## config.mk

```make
export PLATFORM = sky130hd
export DESIGN_NAME = posit_normalizer_flat
export DESIGN_NICKNAME = d
export VERILOG_FILES = /design/src/rtl/posit_normalizer_if.sv /design/src/rtl/posit_normalizer.sv /design/src/flat_wrapper.sv
export SDC_FILE = /design/constraint.sdc
export NUM_CORES = 1
export LEC_CHECK = 0
export ABC_AREA = 1
export BUFFER_PORTS_ARGS = -buffer_cell sky130_fd_sc_hd__buf_2
export CAP_MARGIN = 20
export CORE_MARGIN = 1.5
export CORE_UTILIZATION = 66
export DETAILED_ROUTE_END_ITERATION = 10
export MAX_ROUTING_LAYER = met4
export PLACE_DENSITY = 0.86
export SYNTH_ARGS = -nofsm -noshare
export SYNTH_HDL_FRONTEND = slang
export SYNTH_SLANG_ARGS = --single-unit
```

## constraint.sdc

```tcl
create_clock -name clk -period 22 [get_ports clk]
set_clock_uncertainty 0.15 [all_clocks]
set_input_delay 2.2 -clock clk [delete_from_list [all_inputs] [get_ports clk]]
set_output_delay 2.2 -clock clk [all_outputs]
set_load 0.005 [all_outputs]
```

## src/rtl/posit_normalizer_if.sv

```systemverilog
// posit_normalizer_if: valid/ready bundle between the accumulator, the normalizer and the write-back FIFO
interface posit_normalizer_if #(
  parameter int ACC_W = 128,
  parameter int SCALE_W = 10,
  parameter int N = 32
);
  logic in_valid;
  logic in_ready;
  logic [ACC_W-1:0] in_acc;
  logic [SCALE_W-1:0] in_scale;
  logic in_nar;
  logic in_last;
  logic out_valid;
  logic out_ready;
  logic [N-1:0] out_posit;
  logic out_sat;
  logic out_last;
  modport master (
    output in_valid, in_acc, in_scale, in_nar, in_last, out_ready,
    input in_ready, out_valid, out_posit, out_sat, out_last
  );
  modport slave (
    input in_valid, in_acc, in_scale, in_nar, in_last, out_ready,
    output in_ready, out_valid, out_posit, out_sat, out_last
  );
endinterface

```

## src/rtl/posit_normalizer.sv

```systemverilog
// posit_normalizer: signed accumulator x 2^scale to N-bit posit, 5-stage pipeline with valid/ready.
// Macro POSIT_NORM_RNE_EN selects round-to-nearest-even; undefined gives round-half-up.
module posit_normalizer #(
  parameter int ACC_W = 128,
  parameter int SCALE_W = 10,
  parameter int N = 32,
  parameter int ES = 2
) (
  input logic clk,
  input logic rst,
  posit_normalizer_if.slave io_bus
);
  localparam int PW = $clog2(ACC_W);
  localparam int EW = SCALE_W + 2;
  localparam int KW = EW - ES;
  localparam int FW = N - 2 - ES;
  localparam logic signed [EW-1:0] EMAX = EW'((N - 2) << ES);
  localparam logic signed [EW-1:0] EMIN = -EMAX;
  logic w_en;
  logic [4:0] r_v;
  logic [N-1:0] r_posit;
  logic r_sat;
  logic r_last;
  logic r_s1_sign, r_s1_nar, r_s1_last;
  logic [ACC_W-1:0] r_s1_mag;
  logic signed [SCALE_W-1:0] r_s1_scale;
  logic [PW-1:0] w_s2_p;
  logic signed [EW-1:0] w_s2_exp;
  logic r_s2_sign, r_s2_nar, r_s2_last, r_s2_zero;
  logic [ACC_W-1:0] r_s2_mag;
  logic [PW-1:0] r_s2_p;
  logic signed [EW-1:0] r_s2_exp;
  logic signed [KW-1:0] w_s3_k;
  logic [PW-1:0] w_s3_shamt;
  logic r_s3_sign, r_s3_nar, r_s3_last, r_s3_zero, r_s3_ovf, r_s3_unf, r_s3_kneg;
  logic [KW-1:0] r_s3_rsh;
  logic [ES-1:0] r_s3_e;
  logic [FW-1:0] r_s3_frac;
`ifdef POSIT_NORM_RNE_EN
  logic r_s3_stk;
`endif
  logic [N-1:0] w_s4_v, w_s4_sh;
  logic w_s4_inc;
  logic [N-2:0] w_s4_body;
  logic r_s4_sign, r_s4_nar, r_s4_last, r_s4_zero, r_s4_ovf, r_s4_unf;
  logic [N-2:0] r_s4_body;
  logic [N-1:0] w_s5_mag, w_s5_posit;
  logic w_s5_sat;
  assign w_en = ~r_v[4] | io_bus.out_ready;
  assign io_bus.in_ready = w_en;
  assign io_bus.out_valid = r_v[4];
  assign io_bus.out_posit = r_posit;
  assign io_bus.out_sat = r_sat;
  assign io_bus.out_last = r_last;
  // Stage 1: capture the beat and take its magnitude (most negative value maps to 2^(ACC_W-1))
  always_ff @(posedge clk)
    if (w_en) begin
      r_s1_sign <= io_bus.in_acc[ACC_W-1];
      r_s1_mag <= io_bus.in_acc[ACC_W-1] ? -io_bus.in_acc : io_bus.in_acc;
      r_s1_scale <= io_bus.in_scale;
      r_s1_nar <= io_bus.in_nar;
      r_s1_last <= io_bus.in_last;
    end
  // Leading-one position of the magnitude
  always_comb begin
    w_s2_p = '0;
    for (int i = 0; i < ACC_W; i++) if (r_s1_mag[i]) w_s2_p = PW'(i);
  end
  assign w_s2_exp = EW'({1'b0, w_s2_p}) + EW'(r_s1_scale);
  // Stage 2: leading-one index, zero flag and binary exponent
  always_ff @(posedge clk)
    if (w_en) begin
      r_s2_sign <= r_s1_sign;
      r_s2_nar <= r_s1_nar;
      r_s2_last <= r_s1_last;
      r_s2_zero <= ~|r_s1_mag;
      r_s2_mag <= r_s1_mag;
      r_s2_p <= w_s2_p;
      r_s2_exp <= w_s2_exp;
    end
  assign w_s3_k = KW'(r_s2_exp >>> ES);
  assign w_s3_shamt = PW'(ACC_W - 1) - r_s2_p;
  // Stage 3: left-align the fraction, split exponent into regime k and e, flag out-of-range
  always_ff @(posedge clk)
    if (w_en) begin
      r_s3_sign <= r_s2_sign;
      r_s3_nar <= r_s2_nar;
      r_s3_last <= r_s2_last;
      r_s3_zero <= r_s2_zero;
      r_s3_ovf <= r_s2_exp > EMAX;
      r_s3_unf <= r_s2_exp < EMIN;
      r_s3_kneg <= w_s3_k[KW-1];
      r_s3_rsh <= w_s3_k[KW-1] ? ~w_s3_k : w_s3_k;
      r_s3_e <= r_s2_exp[ES-1:0];
      r_s3_frac <= FW'((r_s2_mag << w_s3_shamt) >> (ACC_W - 1 - FW));
`ifdef POSIT_NORM_RNE_EN
      r_s3_stk <= |(ACC_W - 1 - FW)'(r_s2_mag << w_s3_shamt);
`endif
    end
  // Arithmetic shift of {10|01, e, frac} replicates the marker into the regime run
  assign w_s4_v = {r_s3_kneg ? 2'b01 : 2'b10, r_s3_e, r_s3_frac};
  assign w_s4_sh = N'($signed(w_s4_v) >>> r_s3_rsh);
`ifdef POSIT_NORM_RNE_EN
  assign w_s4_inc = w_s4_sh[0] & (w_s4_sh[1] | r_s3_stk | |(w_s4_v & ~({N{1'b1}} << r_s3_rsh)));
`else
  assign w_s4_inc = w_s4_sh[0];
`endif
  assign w_s4_body = w_s4_sh[N-1:1] + (N-1)'(w_s4_inc & ~&w_s4_sh[N-1:1]);
  // Stage 4: rounded body; a carry out of maxpos is suppressed
  always_ff @(posedge clk)
    if (w_en) begin
      r_s4_sign <= r_s3_sign;
      r_s4_nar <= r_s3_nar;
      r_s4_last <= r_s3_last;
      r_s4_zero <= r_s3_zero;
      r_s4_ovf <= r_s3_ovf;
      r_s4_unf <= r_s3_unf;
      r_s4_body <= w_s4_body;
    end
  assign w_s5_mag = r_s4_ovf ? {1'b0, {(N-1){1'b1}}} : r_s4_unf ? N'(1) : {1'b0, r_s4_body};
  assign w_s5_posit = r_s4_nar ? {1'b1, (N-1)'(0)} : r_s4_zero ? '0 : r_s4_sign ? -w_s5_mag : w_s5_mag;
  assign w_s5_sat = ~r_s4_nar & ~r_s4_zero & (r_s4_ovf | r_s4_unf);
  // Valid chain and output stage; reset discards every in-flight beat
  always_ff @(posedge clk)
    if (!rst) begin
      r_v <= '0;
      r_posit <= '0;
      r_sat <= 1'b0;
      r_last <= 1'b0;
    end else if (w_en) begin
      r_v <= {r_v[3:0], io_bus.in_valid};
      r_posit <= w_s5_posit;
      r_sat <= w_s5_sat;
      r_last <= r_s4_last;
    end
endmodule

```

## src/flat_wrapper.sv

```systemverilog
// flat-port wrapper written by rule: the top's interface ports become plain ports
module posit_normalizer_flat 
#(
  parameter int ACC_W = 128,
  parameter int SCALE_W = 10,
  parameter int N = 32,
  parameter int ES = 2
)
  (clk, rst, io_bus_in_valid, io_bus_in_acc, io_bus_in_scale, io_bus_in_nar, io_bus_in_last, io_bus_out_ready, io_bus_in_ready, io_bus_out_valid, io_bus_out_posit, io_bus_out_sat, io_bus_out_last);
  posit_normalizer_if #(.ACC_W(ACC_W), .SCALE_W(SCALE_W), .N(N)) io_bus_i ();
  input logic clk;
  input logic rst;
  input wire logic [$bits(io_bus_i.in_valid)-1:0] io_bus_in_valid;
  input wire logic [$bits(io_bus_i.in_acc)-1:0] io_bus_in_acc;
  input wire logic [$bits(io_bus_i.in_scale)-1:0] io_bus_in_scale;
  input wire logic [$bits(io_bus_i.in_nar)-1:0] io_bus_in_nar;
  input wire logic [$bits(io_bus_i.in_last)-1:0] io_bus_in_last;
  input wire logic [$bits(io_bus_i.out_ready)-1:0] io_bus_out_ready;
  output wire logic [$bits(io_bus_i.in_ready)-1:0] io_bus_in_ready;
  output wire logic [$bits(io_bus_i.out_valid)-1:0] io_bus_out_valid;
  output wire logic [$bits(io_bus_i.out_posit)-1:0] io_bus_out_posit;
  output wire logic [$bits(io_bus_i.out_sat)-1:0] io_bus_out_sat;
  output wire logic [$bits(io_bus_i.out_last)-1:0] io_bus_out_last;
  assign io_bus_i.in_valid = io_bus_in_valid;
  assign io_bus_i.in_acc = io_bus_in_acc;
  assign io_bus_i.in_scale = io_bus_in_scale;
  assign io_bus_i.in_nar = io_bus_in_nar;
  assign io_bus_i.in_last = io_bus_in_last;
  assign io_bus_i.out_ready = io_bus_out_ready;
  assign io_bus_in_ready = io_bus_i.in_ready;
  assign io_bus_out_valid = io_bus_i.out_valid;
  assign io_bus_out_posit = io_bus_i.out_posit;
  assign io_bus_out_sat = io_bus_i.out_sat;
  assign io_bus_out_last = io_bus_i.out_last;
  posit_normalizer #(.ACC_W(ACC_W), .SCALE_W(SCALE_W), .N(N), .ES(ES)) u_core (.clk(clk), .rst(rst), .io_bus(io_bus_i));
endmodule
```

# [Word level (Yosys, flattened, before mapping)]
# Index checks and enable logic that the tools add are counted.
[word_totals] reg_bits=415 in_bits=144 output_inout_bits=36 elab_cells=192
[classes] add_sub_neg=5 order_cmp=2 n_shift=2 mux=135 bitwise_logic=9 n_reduce_logical=4
[ops] cell="7-bit two-way mux" count=64
[ops] cell="6-bit two-way mux" count=32
[ops] cell="32-bit two-way mux" count=4
[ops] cell="128-bit negator" count=1
[ops] cell="128-bit OR reduction" count=1
[ops] cell="128-bit by 7-bit left shift with 127-bit output" count=1
[ops] cell="127-bit two-way mux" count=1
[ops] cell="5-bit two-way mux" count=16
[ops] cell="4-bit two-way mux" count=8
[ops] cell="32-bit negator" count=1
[ops] cell="32-bit by 10-bit >>> shifter with 32-bit output" count=1
[ops] cell="31-bit adder" count=1
[ops] cell="31-bit two-way mux" count=1
[ops] cell="31-bit AND reduction" count=1
[ops] cell="12-bit by 8-bit greater-than comparator with 1-bit output (second input constant)" count=1
[ops] cell="12-bit by 8-bit less-than comparator with 1-bit output (second input constant)" count=1
[ops] cell="3-bit two-way mux" count=4
[ops] cell="8-bit by 10-bit adder with 11-bit output" count=1
[ops] cell="10-bit NOT" count=1
[ops] cell="9-bit two-way mux" count=1
[ops] cell="7-bit subtractor (first input constant)" count=1
[ops] cell="2-bit two-way mux" count=3
[ops] cell="1-bit AND" count=3
[ops] cell="1-bit NOT" count=3
[ops] cell="other kinds (3)" count=5

# [Longest topological paths before layout]
# Gate-level depths: netlist (run 1).
[logic_depth] ltp_word=128 ltp_mapped=137 mapped_depth_nobuf=137

# [Worst setup path before layout (run 1)]
# No wires, ideal clock.
[synth_timing] path_kind="input to output" startpoint="in io_bus_out_ready" endpoint="out io_bus_in_ready" arrival_ns=9.594 t_required_ns=19.650 path_slack_ns=10.056 stages=2 path_buffers=0 path_cell_list="nor2_1 > inv_1"
[synth_via] elab_chain_len=1
[synth_rtl] item="start: declaration" line="flat_wrapper.sv:18" rtl="input wire logic [$bits(io_bus_i.out_ready)-1:0] io_bus_out_ready;"
[synth_rtl] item="1-bit OR" line="posit_normalizer.sv:49" rtl="assign w_en = ~r_v[4] | io_bus.out_ready;"
[synth_rtl] item="end: declaration" line="flat_wrapper.sv:19" rtl="output wire logic [$bits(io_bus_i.in_ready)-1:0] io_bus_in_ready;"
# Every way passes these cells.

# [Final worst setup path (run 1)]
[layout_timing] startpoint="in io_bus_in_acc[0]" endpoint="reg u_core.r_s1_mag[117] (data pin)"
[layout_via] elab_chain_len=2
[layout_rtl] item="start: declaration" line="flat_wrapper.sv:14" rtl="input wire logic [$bits(io_bus_i.in_acc)-1:0] io_bus_in_acc;"
[layout_rtl] item="128-bit negator" line="posit_normalizer.sv:59" rtl="r_s1_mag <= io_bus.in_acc[ACC_W-1] ? -io_bus.in_acc : io_bus.in_acc;"
[layout_rtl] item="127-bit two-way mux" line="posit_normalizer.sv:59"
[layout_rtl] item="end signal: assignment" line="posit_normalizer.sv:59"
[layout_rtl] item="end: declaration" line="posit_normalizer.sv:25" rtl="logic [ACC_W-1:0] r_s1_mag;"
# Every way passes these cells.
# A chain may end at the register's enable or synchronous reset.

==> results of run 1 <==
routing by layer:
layer / GRT usage, % / up-vias / share of wire, % / routed length [um]
met5: - / - / 0 / 0
met4: 13.3 / 0 / 3.9 / 3040
met3: 4.54 / 234 / 8.0 / 6260
met2: 56.1 / 1311 / 46 / 36000
met1: 47.2 / 12142 / 42 / 32500
li1: - / 13005 / - / -
through the flow:
stage	utilization (%)	setup slack, ns	area (sq um)
2_1_floorplan	-	10.06	28800
3_3_place_gp	69.4	13.05	29900
3_5_place_dp	69.4	12.52	29900
4_1_cts	72.5	12.87	31300
5_1_grt	72.5	11.51	31300
6_report	72.5	12.76	31300
sequential cells by signal, summed over array words and instances (netlist names), 2 cells and up:
signal / flops
u_core.r_s1_mag: 128
u_core.r_s2_mag: 127
u_core.io_bus.out_posit: 32
u_core.r_s4_body: 31
u_core.r_s3_frac: 28
u_core.r_s2_exp: 11
u_core.r_s1_scale: 10
u_core.r_s3_rsh: 9
u_core.r_s2_p: 7
u_core.r_v: 5
u_core.r_s3_e: 2
cells in the mapped netlist, types with 7 or more instances:
master	instances	area share, %
nand2_1	1095	14
edfxtp_1	373	39
nor2_1	314	4.1
inv_1	302	3.9
o21ai_0	272	4.7
nand3_1	224	3.9
o21ai_1	196	3.4
a21oi_1	150	2.6
clkbuf_1	146	1.9
xor2_1	104	3.2
xnor2_1	66	2.0
nor3_1	64	1.1
mux2i_1	61	2.1
nor4_1	49	1.1
buf_1	47	0.61
inv_2	47	0.61
dfxtp_1	39	2.7
o211ai_1	33	0.86
bufinv_8	28	1.7
nand4_1	22	0.48
a31oi_1	21	0.46
or2_2	16	0.35
o221ai_1	13	0.40
a21boi_0	11	0.29
ha_1	11	0.48
o22ai_1	10	0.22
clkinv_1	9	0.12
nand3b_1	9	0.23
nor2_2	8	0.17
nor3_2	8	0.28
o2111ai_1	8	0.24
o32ai_1	7	0.21
final timing paths:
check                     startpoint                   end  slack, ns  cells after the start
setup reg to reg  u_core.r_s1_mag[2]    u_core.r_s2_exp[8]      12.82                    137
hold / removal       u_core.r_s1_nar       u_core.r_s2_nar       0.27                      0
hold reg to reg      u_core.r_s1_nar       u_core.r_s2_nar       0.27                      0
setup / recovery    io_bus_in_acc[0]  u_core.r_s1_mag[117]      12.76                     50
cells by family (layout without fill, tap and decap cells):
family / count (synthesis) / count (layout) / synth area share [%]
flops: 412 / 412 / 41.6
compound gates: 767 / 767 / 14.8
buf+inv: 587 / 676 / 9.17
xor+xnor: 170 / 170 / 5.17
simple gates: 1834 / 1834 / 26.6
fa+ha+maj: 12 / 12 / 0.547
other cells: 1 / 1 / 0.0130
mux: 61 / 61 / 2.12
power by group through the flow:
stage / Clock [uW] / Sequential, uW / Combinational [uW]
floorplan: 0 / 1050 / 670
global placement: 0 / 1070 / 897
detailed placement: 0 / 1080 / 905
CTS: 714 / 1070 / 914
global route: 741 / 1080 / 1040
finish: 709 / 1070 / 933
layout by cell type (no fill, tap or decap), types with 104 or more instances in the layout:
cell type and count:
nand2_1 1095, edfxtp_1 373, nor2_1 313, inv_1 299, o21ai_0 272, nand3_1 224
o21ai_1 196, buf_2 179, a21oi_1 150, xor2_1 104
worst max-delay path, delay by kind of cell:
kind / cells / cell delay (ns)
simple gates: 29 / 5.57
buf+inv: 19 / 1.31
xor+xnor: 1 / 0.17
compound gates: 1 / 0.10
layout make-up:
class	instances	area share [%]
clock inverter	27	0.781
inverter	389	5.96
multi-input combinational	2845	45.4
timing repair buffer	211	3.68
tap	585	2.34
clock buffer	49	3.52
sequential	412	38.3
==> results.sh, run 1 <==
export IMPL_synthToLayoutAreaGrowth_pct=8.52
export IMPL_synth_cells=3844
export IMPL_synth_edf_count=373
export IMPL_slowest_delay_ns=0.33
export IMPL_syn_avg_cell_area_sq_um=7.49
export IMPL_synth_main_ff_cell="edfxtp_1"
export IMPL_worst_pin_slew_ns=1.04
export IMPL_via_per_inst=5.91
export IMPL_crit_path_frequent_cell="nor3_1"
export IMPL_wire_per_inst_um=17.2
export IMPL_yosysSeqAreaShare_pct=41.6
export IMPL_fin_tns_setup_ns=0
export IMPL_htree_levels=2
export IMPL_powerDensity_nw_per_um2=86.7
export IMPL_cp_start_kind="primary input"
export IMPL_grt_max_degree=118
export IMPL_clockBufferDepth=3
export IMPL_total_power_uw=2710
export IMPL_cp_data_required_time_ns=22.16
export IMPL_critPathArrivalTime_ns=9.39
export IMPL_peakVddDrop_mv=0.0619
export IMPL_p_seq_share_pct=39.4
export IMPL_track_usage_pct=35.5
export IMPL_dr_pass1_iters=6
export IMPL_grt_pass1_vias=23926
export IMPL_hpwl_um=57500
export IMPL_grt_overflow=0
export IMPL_cts_sinks=412
export IMPL_fin_crit_sh_pct=42.0
export IMPL_finalSetupViolCount=0
export IMPL_cts_resized=0
export IMPL_multi_input_area_sq_um=14200
export IMPL_fmax_mhz=108
export IMPL_grt_pass1_wl_um=123000
export IMPL_ys_ff_latch=412
export IMPL_seq_area_sq_um=12000
export IMPL_antenna_found_initial=0
export IMPL_dp_cells=4442
export IMPL_layout_nets=4058
export IMPL_max_slew_margin_pct=30.3
export IMPL_netlist_area_sq_um=28800
export IMPL_synthDistinctLibCells=65
export IMPL_cp_slowest_cell="nor3_1"
export IMPL_path_max_fanout=4
export IMPL_wirelength_um=77900
export IMPL_diodes=0
export IMPL_hold_path_class="reg -> reg"
export IMPL_drcViolationCount=0
export IMPL_numCtsBuffers=43
export IMPL_die_w_um=212
export IMPL_portBuffers=179
export IMPL_synth_warnings=0
export IMPL_rsz0062_at_grt="no"
export IMPL_swShare_pct=36.9
export IMPL_cts_setup_buffers=0
export IMPL_comb_power_share_pct=34.4
export IMPL_internal_power_uw=1710
export IMPL_first_iter_violations=3255
export IMPL_crit_path_end_kind="register"
export IMPL_path_clk_slew_ns=0.06
export IMPL_final_fill_count=3451
export IMPL_synth_nets=4000
export IMPL_maxCapViolations=0
export IMPL_layout_cells_non_filler=4518
export IMPL_dieArea_sq_um=44900
export IMPL_core_area_sq_um=43100
export IMPL_initial_core_util_pct=66.9
export IMPL_vias=26692
export IMPL_cts_root_buf="clkbuf_16"
export IMPL_final_hold_viol_count=0
export IMPL_gp_congestion=1.00
export IMPL_drive_gt1_share_pct=10.1
export IMPL_async_flop_share_pct=0
export IMPL_cts_tree="built"
export IMPL_slew_viol_final=0
export IMPL_rows=76
export IMPL_whs_ns=0.265
export IMPL_run_status="completed"
export IMPL_clkLatencyLatePin_ns=0.59
export IMPL_p_leak_uw=0.0134
export IMPL_die_y_um=212
export IMPL_final_min_clock_period_ns=9.24
export IMPL_p_clk_share_pct=26.2
export IMPL_power_switching_uw=1000
export IMPL_io_pins=180
export IMPL_cts_hold_buf=0
export IMPL_ant_nets=0
export IMPL_criticalPathCategory="in -> reg"
Power figures use the tool's default switching activity.
==> run 2, diff against run 1 <==
CORE_UTILIZATION = 62   (was 66)
PLACE_DENSITY = 0.81   (was 0.86)
clock period = 9 ns   (was 22 ns; I/O delays follow)
==> run 2 against run 1 <==
Utilization fell by 3.6 points. Cell area rose by 0.55%. Final cell count rose by 0.66%. Largest cell class unchanged. Via count down 0.70%. Power is 140% higher. Critical endpoint is now u_core.r_s2_exp[8]. Critical path type is now reg -> reg.
==> results.sh, run 2 (same netlist as run 1, synthesis figures left out) <==
export IMPL_track_usage_pct=33.8
export IMPL_grt_pass1_vias=23971
export IMPL_ant_nets=0
export IMPL_crit_path_frequent_cell="nand2_1"
export IMPL_layout_nets=4068
export IMPL_htree_levels=2
export IMPL_whs_path_depth=0
export IMPL_final_common_cell="nand2_1"
export IMPL_die_y_um=219
export IMPL_wire_per_inst_um=17.4
export IMPL_cts_hold_buf=0
export IMPL_drive_gt1_share_pct=10.5
export IMPL_final_hold_viol_count=0
export IMPL_portBuffers=179
export IMPL_p_leak_uw=0.0134
export IMPL_design_area_sq_um=31400
export IMPL_grt_max_degree=118
export IMPL_synthToLayoutAreaGrowth_pct=9.11
export IMPL_wirelength_um=79000
export IMPL_worst_path_buf_inv=2
export IMPL_io_pins=180
export IMPL_die_w_um=219
export IMPL_layout_cells_non_filler=4548
export IMPL_initial_core_util_pct=63.2
export IMPL_dp_cells=4459
export IMPL_p_clk_share_pct=26.0
export IMPL_layout_common_cells="nand2_1 (1,093), edfxtp_1 (373), nor2_1 (311), inv_1 (298), o21ai_0 (271)"
export IMPL_crit_path_end_kind="register"
export IMPL_swShare_pct=36.9
export IMPL_hold_path_class="reg -> reg"
export IMPL_total_power_uw=6640
export IMPL_numCtsBuffers=43
export IMPL_vias=26504
export IMPL_fin_crit_sh_pct=96.8
export IMPL_critPathArrivalTime_ns=8.90
export IMPL_slew_viol_final=0
export IMPL_path_max_fanout=2
export IMPL_cp_start_kind="register"
export IMPL_hpwl_um=59000
export IMPL_clkLatencyLatePin_ns=0.58
export IMPL_finalSetupViolCount=0
export IMPL_largest_reg_flops=128
export IMPL_dr_pass1_iters=7
export IMPL_cp_data_required_time_ns=9.18
export IMPL_gp_congestion=1.02
export IMPL_fmax_mhz=115
export IMPL_first_iter_violations=3031
export IMPL_cpLargestDelayFamily="simple AND/OR/NAND/NOR gates"
export IMPL_rsz0062_at_grt="yes"
export IMPL_drcViolationCount=0
export IMPL_placed_area_sq_um=29900
export IMPL_run_status="completed"
export IMPL_peakVddDrop_mv=0.145
export IMPL_grt_overflow=0
export IMPL_rr_worst_depth=137
export IMPL_core_area_sq_um=45600
export IMPL_fin_util_pct=68.9
export IMPL_maxCapViolations=0
export IMPL_power_switching_uw=2450
export IMPL_cp_slowest_cell="edfxtp_1"
export IMPL_p_seq_share_pct=39.5
export IMPL_final_min_clock_period_ns=8.71
export IMPL_worst_pin_slew_ns=1.04
export IMPL_via_per_inst=5.83
export IMPL_rows=78
export IMPL_cts_tree="built"
export IMPL_max_slew_margin_pct=30.7
export IMPL_slowest_delay_ns=0.40
export IMPL_fin_ws_ns=0.287
export IMPL_path_clk_slew_ns=0.06
export IMPL_cts_sinks=412
export IMPL_powerDensity_nw_per_um2=211
export IMPL_dieArea_sq_um=47700
export IMPL_antenna_found_initial=1
export IMPL_internal_power_uw=4190
export IMPL_place_ws_ns=0.475
export IMPL_comb_power_share_pct=34.6
export IMPL_grt_pass1_wl_um=126000
export IMPL_regMostFlops="u_core.r_s1_mag"
export IMPL_criticalPathCategory="reg -> reg"
export IMPL_path_depth=137
export IMPL_clockBufferDepth=3
export IMPL_cts_root_buf="clkbuf_16"
run 2: cell types whose count changed in the layout (fill, tap and decap cells not counted), moves of 2 or more:
cell	change
buf_4	+8
clkbuf_1	+6
bufinv_16	-3
clkbuf_16	+3
clkinv_1	-3
clkbuf_2	+2
clkbuf_8	+2
nand2_1	-2
nand2_2	+2
nor2_1	-2
nor2_2	+2
run 2: metal layers:
metal	vias up	share of wire [%]	global-route usage [%]
met2	1099	47	53.1
met4	0	3.2	11.4
li1	13055	-	-
met5	-	0	-
met3	177	6.9	3.24
met1	12173	43	46.2
run 2: final cells by class:
| type | count | area [sq um] |
|---|---|---|
| antenna | 1 | 2.50 |
| clock buffer | 62 | 1230 |
| clock inverter | 18 | 133 |
| fill | 3834 | 14200 |
| inverter | 389 | 1860 |
| multi-input combinational | 2845 | 14200 |
| sequential | 412 | 12000 |
| tap | 600 | 751 |
| timing repair buffer | 221 | 1250 |
run 2: per-stage QoR:
step / setup TNS, ns / hold slack [ns]
finish: 0 / 0.268
global route: -6.77 / 0.274
CTS: 0 / 0.268
detailed placement: 0 / 0.255
global placement: 0 / 0.251
floorplan: 0 / 0.250
run 2: what timing repair did:
item / 4_1_cts / 5_1_grt
endpoints found under the setup margin: 0 / 10
gates resized for setup: 0 / 11
setup buffers: 0 / 7
run 2: power groups by stage:
stage	logic [uW]	registers [uW]	clock network, uW
finish	2290	2620	1720
global route	2560	2640	1800
CTS	2240	2610	1740
detailed placement	2220	2650	0
global placement	2200	2640	0
floorplan	1640	2570	0
run 2: path summary, 6_finish.rpt:
| path | startpoint | endpoint | slack [ns] |
|---|---|---|---|
| min reg2reg | u_core.r_s2_zero | u_core.r_s3_zero | 0.27 |
| max reg2reg | u_core.r_s1_mag[2] | u_core.r_s2_exp[8] | 0.29 |
| max | u_core.r_s1_mag[2] | u_core.r_s2_exp[8] | 0.29 |
| min | u_core.r_s2_zero | u_core.r_s3_zero | 0.27 |
